--- src/rtl/pipe_pkg.sv ---
// Shared definitions for pipeline stage registers: stage state encoding,
// payload widths for the IF/ID boundary and the default bubble value.
package pipe_pkg;

  typedef enum logic [1:0] {
    EMPTY = 2'd0,
    HALF  = 2'd1,
    FULL  = 2'd2
  } stage_state_e;

  localparam int unsigned PC_W   = 32;
  localparam int unsigned INST_W = 32;
  localparam int unsigned IFID_W = PC_W + INST_W;

  localparam logic [IFID_W-1:0] DEFAULT_FLUSH_VAL = '0;

  function automatic logic [1:0] occupancy_of(input stage_state_e s);
    case (s)
      HALF:    occupancy_of = 2'd1;
      FULL:    occupancy_of = 2'd2;
      default: occupancy_of = 2'd0;
    endcase
  endfunction

endpackage

--- src/rtl/pipe_stage_skid_sat_counter.sv ---
// Saturating up-counter; holds at all-ones, cleared only by reset.
module sat_counter #(
  parameter int unsigned CNT_W = 16
) (
  input  logic             clk,
  input  logic             rst_n,
  input  logic             inc,
  output logic [CNT_W-1:0] cnt
);

  always_ff @(posedge clk or negedge rst_n) begin
    if (!rst_n) begin
      cnt <= '0;
    end else if (inc && (cnt != '1)) begin
      cnt <= cnt + 1'b1;
    end
  end

endmodule

--- src/rtl/pipe_stage_skid.sv ---
// Pipeline stage register with valid/ready handshake, two-entry skid buffer,
// synchronous flush, occupancy reporting and a saturating stall counter.
module pipe_stage_skid
  import pipe_pkg::*;
#(
  parameter int unsigned        DATA_W    = 64,
  parameter logic [DATA_W-1:0]  FLUSH_VAL = DATA_W'(DEFAULT_FLUSH_VAL),
  parameter int unsigned        CNT_W     = 16
) (
  input  logic              clk,
  input  logic              rst_n,
  input  logic              in_valid,
  output logic              in_ready,
  input  logic [DATA_W-1:0] in_data,
  output logic              out_valid,
  input  logic              out_ready,
  output logic [DATA_W-1:0] out_data,
  input  logic              flush,
  output logic [1:0]        occupancy,
  output logic [CNT_W-1:0]  stall_cnt
);

  stage_state_e      state_q, state_d;
  logic [DATA_W-1:0] main_q, main_d;
  logic [DATA_W-1:0] skid_q, skid_d;
  logic              accept, drain;

  assign accept = in_valid & in_ready;
  assign drain  = out_valid & out_ready;

  always_ff @(posedge clk or negedge rst_n) begin
    if (!rst_n) begin
      state_q <= EMPTY;
      main_q  <= FLUSH_VAL;
      skid_q  <= FLUSH_VAL;
    end else begin
      state_q <= state_d;
      main_q  <= main_d;
      skid_q  <= skid_d;
    end
  end

  always_comb begin
    state_d = state_q;
    main_d  = main_q;
    skid_d  = skid_q;
    if (flush) begin
      // Any drain this cycle has already been seen downstream; incoming data is dropped.
      state_d = EMPTY;
      main_d  = FLUSH_VAL;
      skid_d  = FLUSH_VAL;
    end else begin
      case (state_q)
        EMPTY: begin
          if (accept) begin
            state_d = HALF;
            main_d  = in_data;
          end
        end
        HALF: begin
          if (accept && !drain) begin
            state_d = FULL;
            skid_d  = in_data;
          end else if (accept && drain) begin
            main_d  = in_data;
          end else if (drain) begin
            state_d = EMPTY;
          end
        end
        FULL: begin
          if (drain) begin
            state_d = HALF;
            main_d  = skid_q;
          end
        end
        default: state_d = EMPTY;
      endcase
    end
  end

  // Handshake outputs decode registered state only, so ready never depends on out_ready.
  always_comb begin
    in_ready  = (state_q != FULL);
    out_valid = (state_q != EMPTY);
    occupancy = occupancy_of(state_q);
    out_data  = main_q;
  end

  sat_counter #(
    .CNT_W(CNT_W)
  ) u_stall_cnt (
    .clk   (clk),
    .rst_n (rst_n),
    .inc   (out_valid & ~out_ready),
    .cnt   (stall_cnt)
  );

endmodule
--- config.mk ---
export PLATFORM = sky130hd
export DESIGN_NAME = pipe_stage_skid
export DESIGN_NICKNAME = d
export VERILOG_FILES = /design/src/rtl/pipe_pkg.sv /design/src/rtl/pipe_stage_skid_sat_counter.sv /design/src/rtl/pipe_stage_skid.sv
export SDC_FILE = /design/constraint.sdc
export NUM_CORES = 1
export LEC_CHECK = 0
export ABC_AREA = 1
export BUFFER_PORTS_ARGS = -buffer_cell sky130_fd_sc_hd__buf_4
export CORE_ASPECT_RATIO = 0.75
export CORE_MARGIN = 5
export CORE_UTILIZATION = 35
export DETAILED_ROUTE_END_ITERATION = 8
export PLACE_DENSITY_LB_ADDON = 0.08
export SLEW_MARGIN = 10
export SYNTH_ARGS = -nofsm -noshare
export SYNTH_HDL_FRONTEND = slang
export SYNTH_HIERARCHICAL = 1
export SYNTH_SLANG_ARGS = --single-unit
--- constraint.sdc ---
create_clock -name clk -period 1.9 [get_ports clk]
set_input_delay 0.38 -clock clk [delete_from_list [all_inputs] [get_ports clk]]
set_output_delay 0.38 -clock clk [all_outputs]
set_load 0.05 [all_outputs]
Word-level counts from Yosys, hierarchy flattened
Cells that the tools add are included.

Memories: 0. Output and inout port bits: 84. Bits in writable memories: 0. Bits in registers: 146. Bits in read-only memories: 0. Logic and storage cells: 48. Latch bits: 0.

Magnitude comparators: 0. Div/mod/pow operators: 0. Shifts and indexed selects: 0. Mux-type cells: 17. Multipliers: 0. Reductions and logical operators: 12. Eq/ne operators: 10. $add $sub $neg: 1. Bitwise logic cells: 4.

Operators by type and width (number): 64-bit 2-to-1 mux (8); 64-bit case mux with 3 select lines (1); 16-bit by 1-bit adder with 16-bit output (second input constant) (1); 16-bit inequality test (second input constant) (1); 2-bit 2-to-1 mux (6); 3-bit inequality test (second input constant) (4); 4-bit inequality test (second input constant) (2); 2-bit case mux with 3 select lines (1); 2-bit nonzero test (3); 5-bit AND reduction (1); 2-bit case mux with 2 select lines (1); 4-bit AND reduction (1); 4-bit nonzero test (1); 1-bit AND (3); 1-bit logical AND (3); 2-bit by 1-bit == test with 1-bit output (second input constant) (1); 2-bit == test (second input constant) (1); 2-bit logical NOT (1); 2-bit inequality test (second input constant) (1); 2-bit AND reduction (1); 1-bit logical NOT (1); 1-bit inverter (1).

Longest topological paths before layout
Gate-level depths: netlist (run 1).

Depth in word-level cells: 7. Mapped depth: 9. Mapped depth without buffers: 9.

Modules after synthesis
Netlist (run 1), hierarchy kept.

Modules (own cells, without submodules): pipe_stage_skid (times used 1, sequential area each 3253.1 um2, area each 6568.8 um2, cells an instance 868); sat_counter (times used 1, sequential area each 400.4 um2, area each 1031.0 um2, cells an instance 147).

Worst setup path after synthesis (run 1)
OpenSTA, ideal clock, no wires.

Path kind: reg2reg. Start: register u_stall_cnt.cnt[0]. End: register u_stall_cnt.cnt[14]. Path slack: 0.191 ns. Cell stages (with the launch flop): 9. Clock period less this slack: 1.709 ns. Arrival: 1.591 ns. Buffers on the path: 0. Library setup time: 0.118 ns. Path through: dfrtp_1 > ha_1 > nand3_1 > nor2_1 > nand3_1 > nand2_1 > nand2_1 > nand2_1 > nand2_1.

Longest elaborated chain between the ends: 2.

RTL lines: from (decl) (line pipe_stage_skid_sat_counter.sv:8) `output logic [CNT_W-1:0] cnt`; from (signal assigned) (line pipe_stage_skid_sat_counter.sv:15) `cnt <= cnt + 1'b1;`; branches (longest 2 deep; another with 16-bit by 1-bit adder with 16-bit output).

Parallel ways; which one is timed is not known. A chain may end at the register's enable or synchronous reset.

Final worst setup path (run 1)
Start: register state_q[0]. End: output port occupancy[1].

Longest elaborated chain between the ends: 2.

RTL lines: from (decl) (line pipe_stage_skid.sv:23) `stage_state_e state_q, state_d;`; from (signal assigned) (line pipe_stage_skid.sv:37) `state_q <= state_d;`; 2-bit == test / 2-bit by 1-bit == test with 1-bit output (equally long branches) (line pipe_pkg.sv:18) `case (s)`; 2-bit case mux with 2 select lines * (line pipe_pkg.sv:18); to (decl) (line pipe_stage_skid.sv:19) `output logic [1:0] occupancy,`.

Every way passes the cells marked *; elsewhere a longest branch is shown, timed or not.

==> results of run 1 <==
## metal layers
layer,vias up,global-route usage (%),part of all wire [%],wire (um)
met3,16,3.40,3.5,760
met4,0,3.95,1.0,226
met1,3285,25.6,50,11000
met5,-,0,0,0
met2,127,28.2,45,9900
li1,3513,-,-,-
## worst min path at each step
stage,from,endpoint,slack (ns),cells after the start
floorplan,rst_n,out_data[0],0.08,0
global route,flush,state_q[0],0.19,2
detailed placement,rst_n,u_stall_cnt/cnt[10],0.33,1
global placement,rst_n,u_stall_cnt/cnt[10],0.34,1
finish,flush,state_q[0],0.20,2
CTS,flush,state_q[0],0.18,2
## critical path, stage by stage, from the launching register on
cell,delay [ns]
dfrtp_1,0.43
inv_4,0.14
nand2_8,0.14
inv_2,0.12
buf_6,0.17
## sequential cells by signal, summed over array words and instances (netlist names)
name,cells
u_stall_cnt/cnt,16
state_q,2
skid_q,64
out_data,64
## layout make-up
type                            instances  area [um2]
Fill cell                            2145       11500
Sequential cell                       146        3650
Multi-Input combinational cell        712        3210
Timing Repair Buffer                  184        1580
Clock buffer                           19         443
Tap cell                              288         360
Inverter                               89         340
Clock inverter                         13         175
## report_power, final
part           internal, mW  switching, mW  total, mW
combinational         0.920           2.10       3.02
sequential             3.45          0.266       3.72
clock                  2.13           1.42       3.54
## repair_timing
action | 4_1_cts | 5_1_grt
endpoints found under the setup margin | 1 | 1
buffers inserted | 0 | 0
endpoints found under the hold margin | 36 | 0
pin swaps | 0 | 0
hold buffers | 1 | 0
gates resized for setup | 4 | 1
## per-stage QoR
stage / total power [mW] / hold WS (ns) / cells / worst slack [ns] / utilization [%]
after detailed placement: 6.82 / 0.329 / 1418 / 0.250 / 42.9
after CTS: 10.4 / 0.184 / 1451 / 0.0103 / 46.0
after global routing: 10.8 / 0.194 / 1451 / 0.00292 / 46.0
after global placement: 6.81 / 0.340 / 1418 / 0.260 / 42.9
after floorplan: 5.71 / 0.0844 / 1015 / 0.191 / -
final: 10.3 / 0.197 / 1451 / 0.0860 / 46.0
## logic make-up after synthesis
| group | count (synthesis) | synth area share, % |
|---|---|---|
| AND/OR/NAND/NOR | 638 | 36.7 |
| AO/OA/AOI/OAI | 69 | 4.68 |
| adder cells (fa/ha/maj) | 1 | 0.165 |
| flip-flops | 146 | 48.1 |
| buffers and inverters | 157 | 9.89 |
| XOR/XNOR | 4 | 0.461 |
## cells in the final DEF, fill, tap and decap left out, drive strengths merged, types with 4 or more instances in the layout
cell type	count
buf	183
clkbuf	19
clkinvlp	4
dfrtp	146
inv	92
nand2	331
nand3	80
nand4	75
nor2	149
o21ai	68
==> metrics.cfg, run 1 <==
[detailed_routing]
drc_errors=0
firstDrtPassIters=5
ant_nets=0
wl_per_cell_um=15.1
drt_iter0_drc=516
via_per_inst=4.78
drt-total-wl_um=21900
vias=6941

[timing]
fin_skew_ns=0.0101
finalHoldViolCount=0
relSlewSlack_pct=70.0
grt_setup_unrepaired=false
max_slew.worst_pin.slew_ns=0.450
maxSlewViolCount=0
post-route-min-period_ns=1.81
setup_tns_ns=0
fmax_mhz=551
finalCritPeriodShare_pct=95.5
setup_viol=0

[synthesis]
synth_edf_count=0
ys_top_cells_by_count=nand2_1, dfrtp_1, nor2_1
avgSynthCellArea_um2=7.49
ys_warn_count=6
ys_async_sr_fraction_pct=100
ys_seq_area_share_pct=48.1
synth_cell_type_count=31
synth_flop_cell=dfrtp_1
post-synth-top-area-cell=dfrtp_1
synthCells=1015
post-synth-top-area-fraction_pct=48.1
synth.most_common_cell=nand2_1
ys_top_cells_by_area=dfrtp_1, nand2_1, nor2_1, nand4_1, nand3_1
synth_area_um2=7600
synth_seq_cells=146
synth_fp_nets=1085

[pwr]
cellPowerDensity_nw_per_um2=1050
ir_drop_uv=493
leakagePower_nw=5.50

[floorplanning]
die_width_um=180
rows=46
core_um2=21200
dieHeight_um=138
num_io_pins=153
die_area_um2=24800
start_util_pct=35.8

[critical_path]
reg2reg_from=u_stall_cnt/cnt[0]
worstPathArrival_ns=1.43
r2r_cells=9
critPathLaunch=state_q[0]
r2r_end=u_stall_cnt/cnt[5]
crit_required_ns=1.52
path_class=flip-flop to primary output
startpoint_type=flip-flop
cp-end-kind=primary output
r2r_slack_ns=0.24
worst-path-max-fanout=21
endpoint=occupancy[1]

[grt]
overflow=0
track_usage_pct=17.8
grt_pass1_wl_um=36200
grt_pass1_vias=6673
antenna_found_initial=0
grt_start_max_net_pins=92

[hold_path]
hp-class=primary input to flip-flop

[layout]
nets=1220
stdcell_area_um2=9760
layout-drive-gt1-share_pct=20.7
syn_to_final_growth_pct=28.5
n_antenna_cell=0

[clocking]
numClockSinks=146
htreeDepth=4
clock_path_buffers=2
cts_tree=done
clk_pin_slew_ns=0.07
clk_latency_ns=0.42
cts_root_buf=clkbuf_16
cts_buffers=17

[place]
gp_congestion=0.819
dp_hpwl_um=14300
port-buffer-count=152
placed_area_um2=9120

[flow_run]
maxCapViolCount=0

[run_status]
status=completed

Power figures use the tool's default switching activity.
==> run 2: changes to the inputs <==
GPL_ROUTABILITY_DRIVEN = 0   (was unset)
PLACE_DENSITY = 0.65   (was unset)
PLACE_DENSITY_LB_ADDON = unset   (was 0.08)
clock period = 1.6 ns   (was 1.9 ns; I/O delays follow)
==> run 2 against run 1 <==
Against the previous run:
- the flow now finishes with violations (negative setup slack)
- routed wire length is 4.1% higher
- sequential power increased by 18%
- flip-flop and latch count stayed put
- non-clock buffer count grew 29
- critical path depth up 5
- hold slack got worse by 0.064 ns
- register-to-register slack got worse by 0.30 ns
==> metrics.cfg, run 2 (same netlist as run 1, synthesis figures left out) <==
[floorplanning]
start_util_pct=35.8  ; unchanged
die_area_um2=24800  ; unchanged
dieHeight_um=138  ; unchanged
die_width_um=180  ; unchanged
num_io_pins=153  ; unchanged
core_um2=21200  ; unchanged
rows=46  ; unchanged

[layout]
regArea_um2=3660  ; was 3650 um2
nFillCells=2052  ; was 2145
layout-drive-gt1-share_pct=23.8  ; was 20.7%
multiInputGateArea_um2=3250  ; was 3210 um2
final_common_cell=nand2_1  ; unchanged
stdcell_count=1480  ; was 1451
final_cell_mix=nand2_1, buf_4, nor2_1, dfrtp_1, inv_1  ; was nand2_1, buf_4, dfrtp_1
n_antenna_cell=0  ; unchanged
nets=1249  ; was 1220
syn_to_final_growth_pct=35.2  ; was 28.5%

[timing]
fmax_mhz=604
maxSlewViolCount=0  ; unchanged
finalCritPeriodShare_pct=104
holdWs_ns=0.133  ; was 0.197 ns
fin_skew_ns=0.0101  ; about the same
setup_viol=51  ; was 0
relSlewSlack_pct=72.3  ; was 70.0%
grt_setup_unrepaired=true  ; was false
finalHoldViolCount=0  ; unchanged
fin_ws_ns=-0.0569  ; was 0.0860 ns
max_slew.worst_pin.slew_ns=0.415  ; was 0.450 ns
setup_tns_ns=-1.40  ; was 0 ns
post-route-min-period_ns=1.66

[run_status]
violations=negative setup slack
status=finished, violations left  ; was completed

[detailed_routing]
drc_errors=0  ; unchanged
vias=7258  ; was 6941
via_per_inst=4.90  ; was 4.78
drt-total-wl_um=22800  ; was 21900 um
firstDrtPassIters=5  ; unchanged
ant_nets=0  ; unchanged
wl_per_cell_um=15.4  ; was 15.1 um
drt_iter0_drc=613  ; was 516

[clocking]
htreeDepth=4  ; unchanged
numClockSinks=146  ; unchanged
clock_path_buffers=2  ; unchanged
cts_root_buf=clkbuf_16  ; unchanged
clk_pin_slew_ns=0.06  ; was 0.07 ns
cts_tree=done  ; unchanged
clk_latency_ns=0.42  ; about the same
cts_buffers=17  ; unchanged

[critical_path]
worstPathArrival_ns=2.02  ; was 1.43 ns
crit_family=buffers and inverters  ; unchanged
path_buf_inv=4  ; was 3
worst-path-max-fanout=9  ; was 21
path_class=flip-flop to flip-flop  ; was flip-flop to primary output
r2r_end=out_data[51]  ; was u_stall_cnt/cnt[5]
crit_slowest_cell=dfrtp_2  ; was dfrtp_1
cp_cell_sequence=buf_6, nor2_4, buf_6, nand4_4, nand3_4, buf_12, clkbuf_16, nand2_1, nand2_1  ; was inv_4, nand2_8, inv_2, buf_6
startpoint_type=flip-flop  ; unchanged
cp-end-kind=flip-flop  ; was primary output
critPathLaunch=state_q[1]  ; was state_q[0]
reg2reg_from=state_q[1]  ; was u_stall_cnt/cnt[0]
r2r_slack_ns=-0.06  ; was 0.24 ns
cpPeakStageDelay_ns=0.46  ; was 0.43 ns
crit_required_ns=1.96  ; was 1.52 ns
r2r_cells=9  ; unchanged

[place]
pre_cts_slack_ns=0.0135  ; was 0.250 ns
dp_hpwl_um=13900  ; was 14300 um
placed_cells=1424  ; was 1418
port-buffer-count=152  ; unchanged

[pwr]
leakagePower_nw=5.74  ; was 5.50 nW
cellPowerDensity_nw_per_um2=1230  ; was 1050 nW/um2
ir_drop_uv=607  ; was 493 uV
totalPowerFinal_mw=12.6  ; was 10.3 mW

[grt]
grt_pass1_wl_um=36300  ; was 36200 um
overflow=0  ; unchanged
grt_pass1_vias=6830  ; was 6673
antenna_found_initial=0  ; unchanged
track_usage_pct=17.8  ; about the same
grt_start_max_net_pins=69  ; was 92

[hold_path]
hp-class=primary input to flip-flop  ; unchanged
hp-start=flush  ; unchanged
hold_depth=2  ; unchanged
min_to=state_q[0]  ; unchanged

[flow_run]
maxCapViolCount=0  ; unchanged

==> run 2: worst max-delay path by stage <==
stage | endpoint | slack (ns) | cells after the start
floorplan | state_q[1] | -0.007 | 6
global placement | u_stall_cnt/cnt[9] | 0.002 | 8
detailed placement | u_stall_cnt/cnt[9] | 0.01 | 8
CTS | occupancy[0] | -0.05 | 3
global route | out_data[51] | -0.10 | 11
finish | out_data[51] | -0.06 | 9
==> run 2: routing by layer <==
metal / share of wire, % / track usage (%)
met1: 49 / 25.7
met2: 43 / 26.9
met3: 7.5 / 5.49
met4: 0.60 / 2.98
met5: 0 / 0
==> run 2: worst register-to-register path, cell delays in order (launching register included) <==
cell       delay [ns]
dfrtp_2          0.46
buf_6            0.15
nor2_4           0.13
buf_6            0.12
nand4_4          0.13
nand3_4          0.15
buf_12           0.17
clkbuf_16        0.18
nand2_1          0.06
nand2_1          0.06
==> run 2: where the power goes <==
| group | leakage, nW | switching [mW] | internal, mW | total, mW |
|---|---|---|---|---|
| Clock | 0.274 | 1.66 | 2.43 | 4.09 |
| Sequential | 1.95 | 0.294 | 4.11 | 4.40 |
| Combinational | 3.51 | 2.67 | 1.46 | 4.13 |
==> run 2: metrics by stage <==
| stage | cell area [um2] | utilization, % |
|---|---|---|
| 6_report | 10300 | 48.4 |
| 5_1_grt | 10300 | 48.4 |
| 4_1_cts | 9980 | 47.0 |
| 3_5_place_dp | 9200 | 43.3 |
| 3_3_place_gp | 9200 | 43.3 |
| 2_1_floorplan | 7610 | - |
==> run 2: repair_timing <==
| item | in CTS | in global routing |
|---|---|---|
| hold endpoints to repair | 19 | 0 |
| buffers inserted | 7 | 6 |
| hold buffers | 1 | 0 |
| pin swaps | 3 | 11 |
| gates cloned | 2 | 8 |
| gates resized for setup | 16 | 16 |
| endpoints found under the setup margin | 5 | 91 |
==> run 2: area by class of cell <==
class	count	area share [%]
Clock buffer	21	4.58
Clock inverter	11	1.24
Inverter	89	3.32
Multi-Input combinational cell	712	31.6
Sequential cell	146	35.6
Tap cell	288	3.51
Timing Repair Buffer	213	20.1
==> run 3: changes to the inputs <==
PLACE_DENSITY = 0.68   (was 0.65)
==> run 3 against run 2 <==
Against the previous run:
- the flow still finishes with violations (negative setup slack)
- via count is 0.74% lower
- clock skew decreased by 0.00056 ns
- core utilization about the same
- non-clock buffer count rose by 2
- routed wire length down 2.8%
- die area stayed put
- clock power up 7.8%
- clock-buffer cell count is 3 lower
- largest cell class unchanged
- design area hardly changed
==> metrics.cfg, run 3 (same netlist as run 1, synthesis figures left out) <==
[run_status]
status=finished, violations left  ; unchanged
violations=negative setup slack  ; unchanged

[place]
placed_cells=1423  ; was 1424
dp_hpwl_um=13700  ; was 13900 um
port-buffer-count=152  ; unchanged
placed_area_um2=9160  ; was 9200 um2
pre_cts_slack_ns=-0.0870  ; was 0.0135 ns

[timing]
holdWs_ns=0.158  ; was 0.133 ns
fin_ws_ns=-0.0437  ; was -0.0569 ns
fin_skew_ns=0.00959  ; was 0.0101 ns
setup_viol=3  ; was 51
post-route-min-period_ns=1.64  ; was 1.66 ns
max_slew.worst_pin.slew_ns=0.352  ; was 0.415 ns
setup_tns_ns=-0.0894  ; was -1.40 ns
relSlewSlack_pct=76.5  ; was 72.3%
maxSlewViolCount=0  ; unchanged
finalCritPeriodShare_pct=103  ; was 104%
finalHoldViolCount=0  ; unchanged
grt_setup_unrepaired=true  ; unchanged
fmax_mhz=608  ; was 604 MHz

[grt]
grt_start_max_net_pins=75  ; was 69
grt_pass1_wl_um=34700  ; was 36300 um
overflow=0  ; unchanged
antenna_found_initial=0  ; unchanged
grt_pass1_vias=6700  ; was 6830
track_usage_pct=17.1  ; was 17.8%

[critical_path]
critPathLaunch=state_q[0]  ; was state_q[1]
cp_cell_sequence=inv_4, nand2_8, clkinvlp_4, buf_8  ; was buf_6, nor2_4, buf_6, nand4_4, nand3_4, buf_12, clkbuf_16, nand2_1, nand2_1
worst-path-max-fanout=6  ; was 9
startpoint_type=flip-flop  ; unchanged
crit_family=flip-flops  ; was buffers and inverters
cpPeakStageDelay_ns=0.42  ; was 0.46 ns
crit_required_ns=1.28  ; was 1.96 ns
path_buf_inv=3  ; was 4
path_class=flip-flop to primary output  ; was flip-flop to flip-flop
reg2reg_from=state_q[1]  ; unchanged
cp-end-kind=primary output  ; was flip-flop
r2r_slack_ns=0.04  ; was -0.06 ns
worstPathArrival_ns=1.32  ; was 2.02 ns
crit_slowest_cell=dfrtp_1  ; was dfrtp_2

[floorplanning]
die_width_um=180  ; unchanged
rows=46  ; unchanged
start_util_pct=35.8  ; unchanged
num_io_pins=153  ; unchanged
dieHeight_um=138  ; unchanged
die_area_um2=24800  ; unchanged
core_um2=21200  ; unchanged

[detailed_routing]
drt_iter0_drc=755  ; was 613
drc_errors=0  ; unchanged
via_per_inst=4.86  ; was 4.90
wl_per_cell_um=15.0  ; was 15.4 um
ant_nets=0  ; unchanged
vias=7204  ; was 7258
firstDrtPassIters=5  ; unchanged
drt-total-wl_um=22200  ; was 22800 um

[layout]
nets=1251  ; was 1249
syn_to_final_growth_pct=35.1  ; was 35.2%
final_util_pct=48.3  ; was 48.4%
final_cell_mix=nand2_1, buf_4, dfrtp_1  ; was nand2_1, buf_4, nor2_1, dfrtp_1, inv_1
final_common_cell=nand2_1  ; unchanged
layout-drive-gt1-share_pct=23.6  ; was 23.8%
stdcell_area_um2=10300  ; about the same
stdcell_count=1481  ; was 1480
n_antenna_cell=0  ; unchanged

[clocking]
numClockSinks=146  ; unchanged
htreeDepth=4  ; unchanged
cts_buffers=17  ; unchanged
clock_path_buffers=2  ; unchanged
cts_tree=done  ; unchanged
cts_root_buf=clkbuf_16  ; unchanged
clk_latency_ns=0.42  ; about the same
clk_pin_slew_ns=0.06  ; about the same

[hold_path]
hp-start=flush  ; unchanged
hp-class=primary input to flip-flop  ; unchanged

[pwr]
leakagePower_nw=5.75  ; was 5.74 nW
cellPowerDensity_nw_per_um2=1240  ; was 1230 nW/um2
ir_drop_uv=756  ; was 607 uV
totalPowerFinal_mw=12.8  ; was 12.6 mW

[flow_run]
maxCapViolCount=0  ; unchanged

-- run 3: cell types whose count changed in the layout (fill, tap and decap cells not counted), sizes merged --
cell / change
bufbuf: -2
buf: +5
inv: -1
clkbuf: -4
clkinv: +5
bufinv: +3
clkinvlp: -5
-- run 3: layer usage --
layer / wire length (um) / global-route usage, %
met4: 172 / 3.65
met2: 9760 / 26.0
met1: 10800 / 24.6
met3: 1480 / 4.51
met5: 0 / 0
-- run 3: cell type report --
| class | count | area (um2) |
|---|---|---|
| multi-input combinational | 712 | 3250 |
| tap | 288 | 360 |
| timing repair buffer | 215 | 2010 |
| fill | 2033 | 11000 |
| sequential | 146 | 3660 |
| inverter | 89 | 347 |
| clock inverter | 13 | 211 |
| clock buffer | 18 | 429 |
-- run 3: power by group --
| part | internal, mW | switching [mW] | leakage [nW] |
|---|---|---|---|
| Combinational | 1.36 | 2.61 | 3.49 |
| Sequential | 4.11 | 0.293 | 1.96 |
| Clock | 2.77 | 1.64 | 0.310 |
-- run 3: worst paths after layout --
path / end / depth (start not counted)
min: state_q[0] / 2
max reg2reg: out_data[19] / 7
max: occupancy[1] / 4
min in group asynchronous: u_stall_cnt/cnt[10] / 2
max in group asynchronous: skid_q[51] / 3
min reg2reg: out_data[4] / 2
-- run 3: what timing repair did --
action                                  in CTS  in global routing
gates cloned                                 0                  6
resized for setup                           11                 29
endpoints found under the setup margin       9                 87
setup buffers                                7                 14
pin swaps                                    3                 11
hold endpoints to repair                    24                  0
hold buffers                                 1                  0
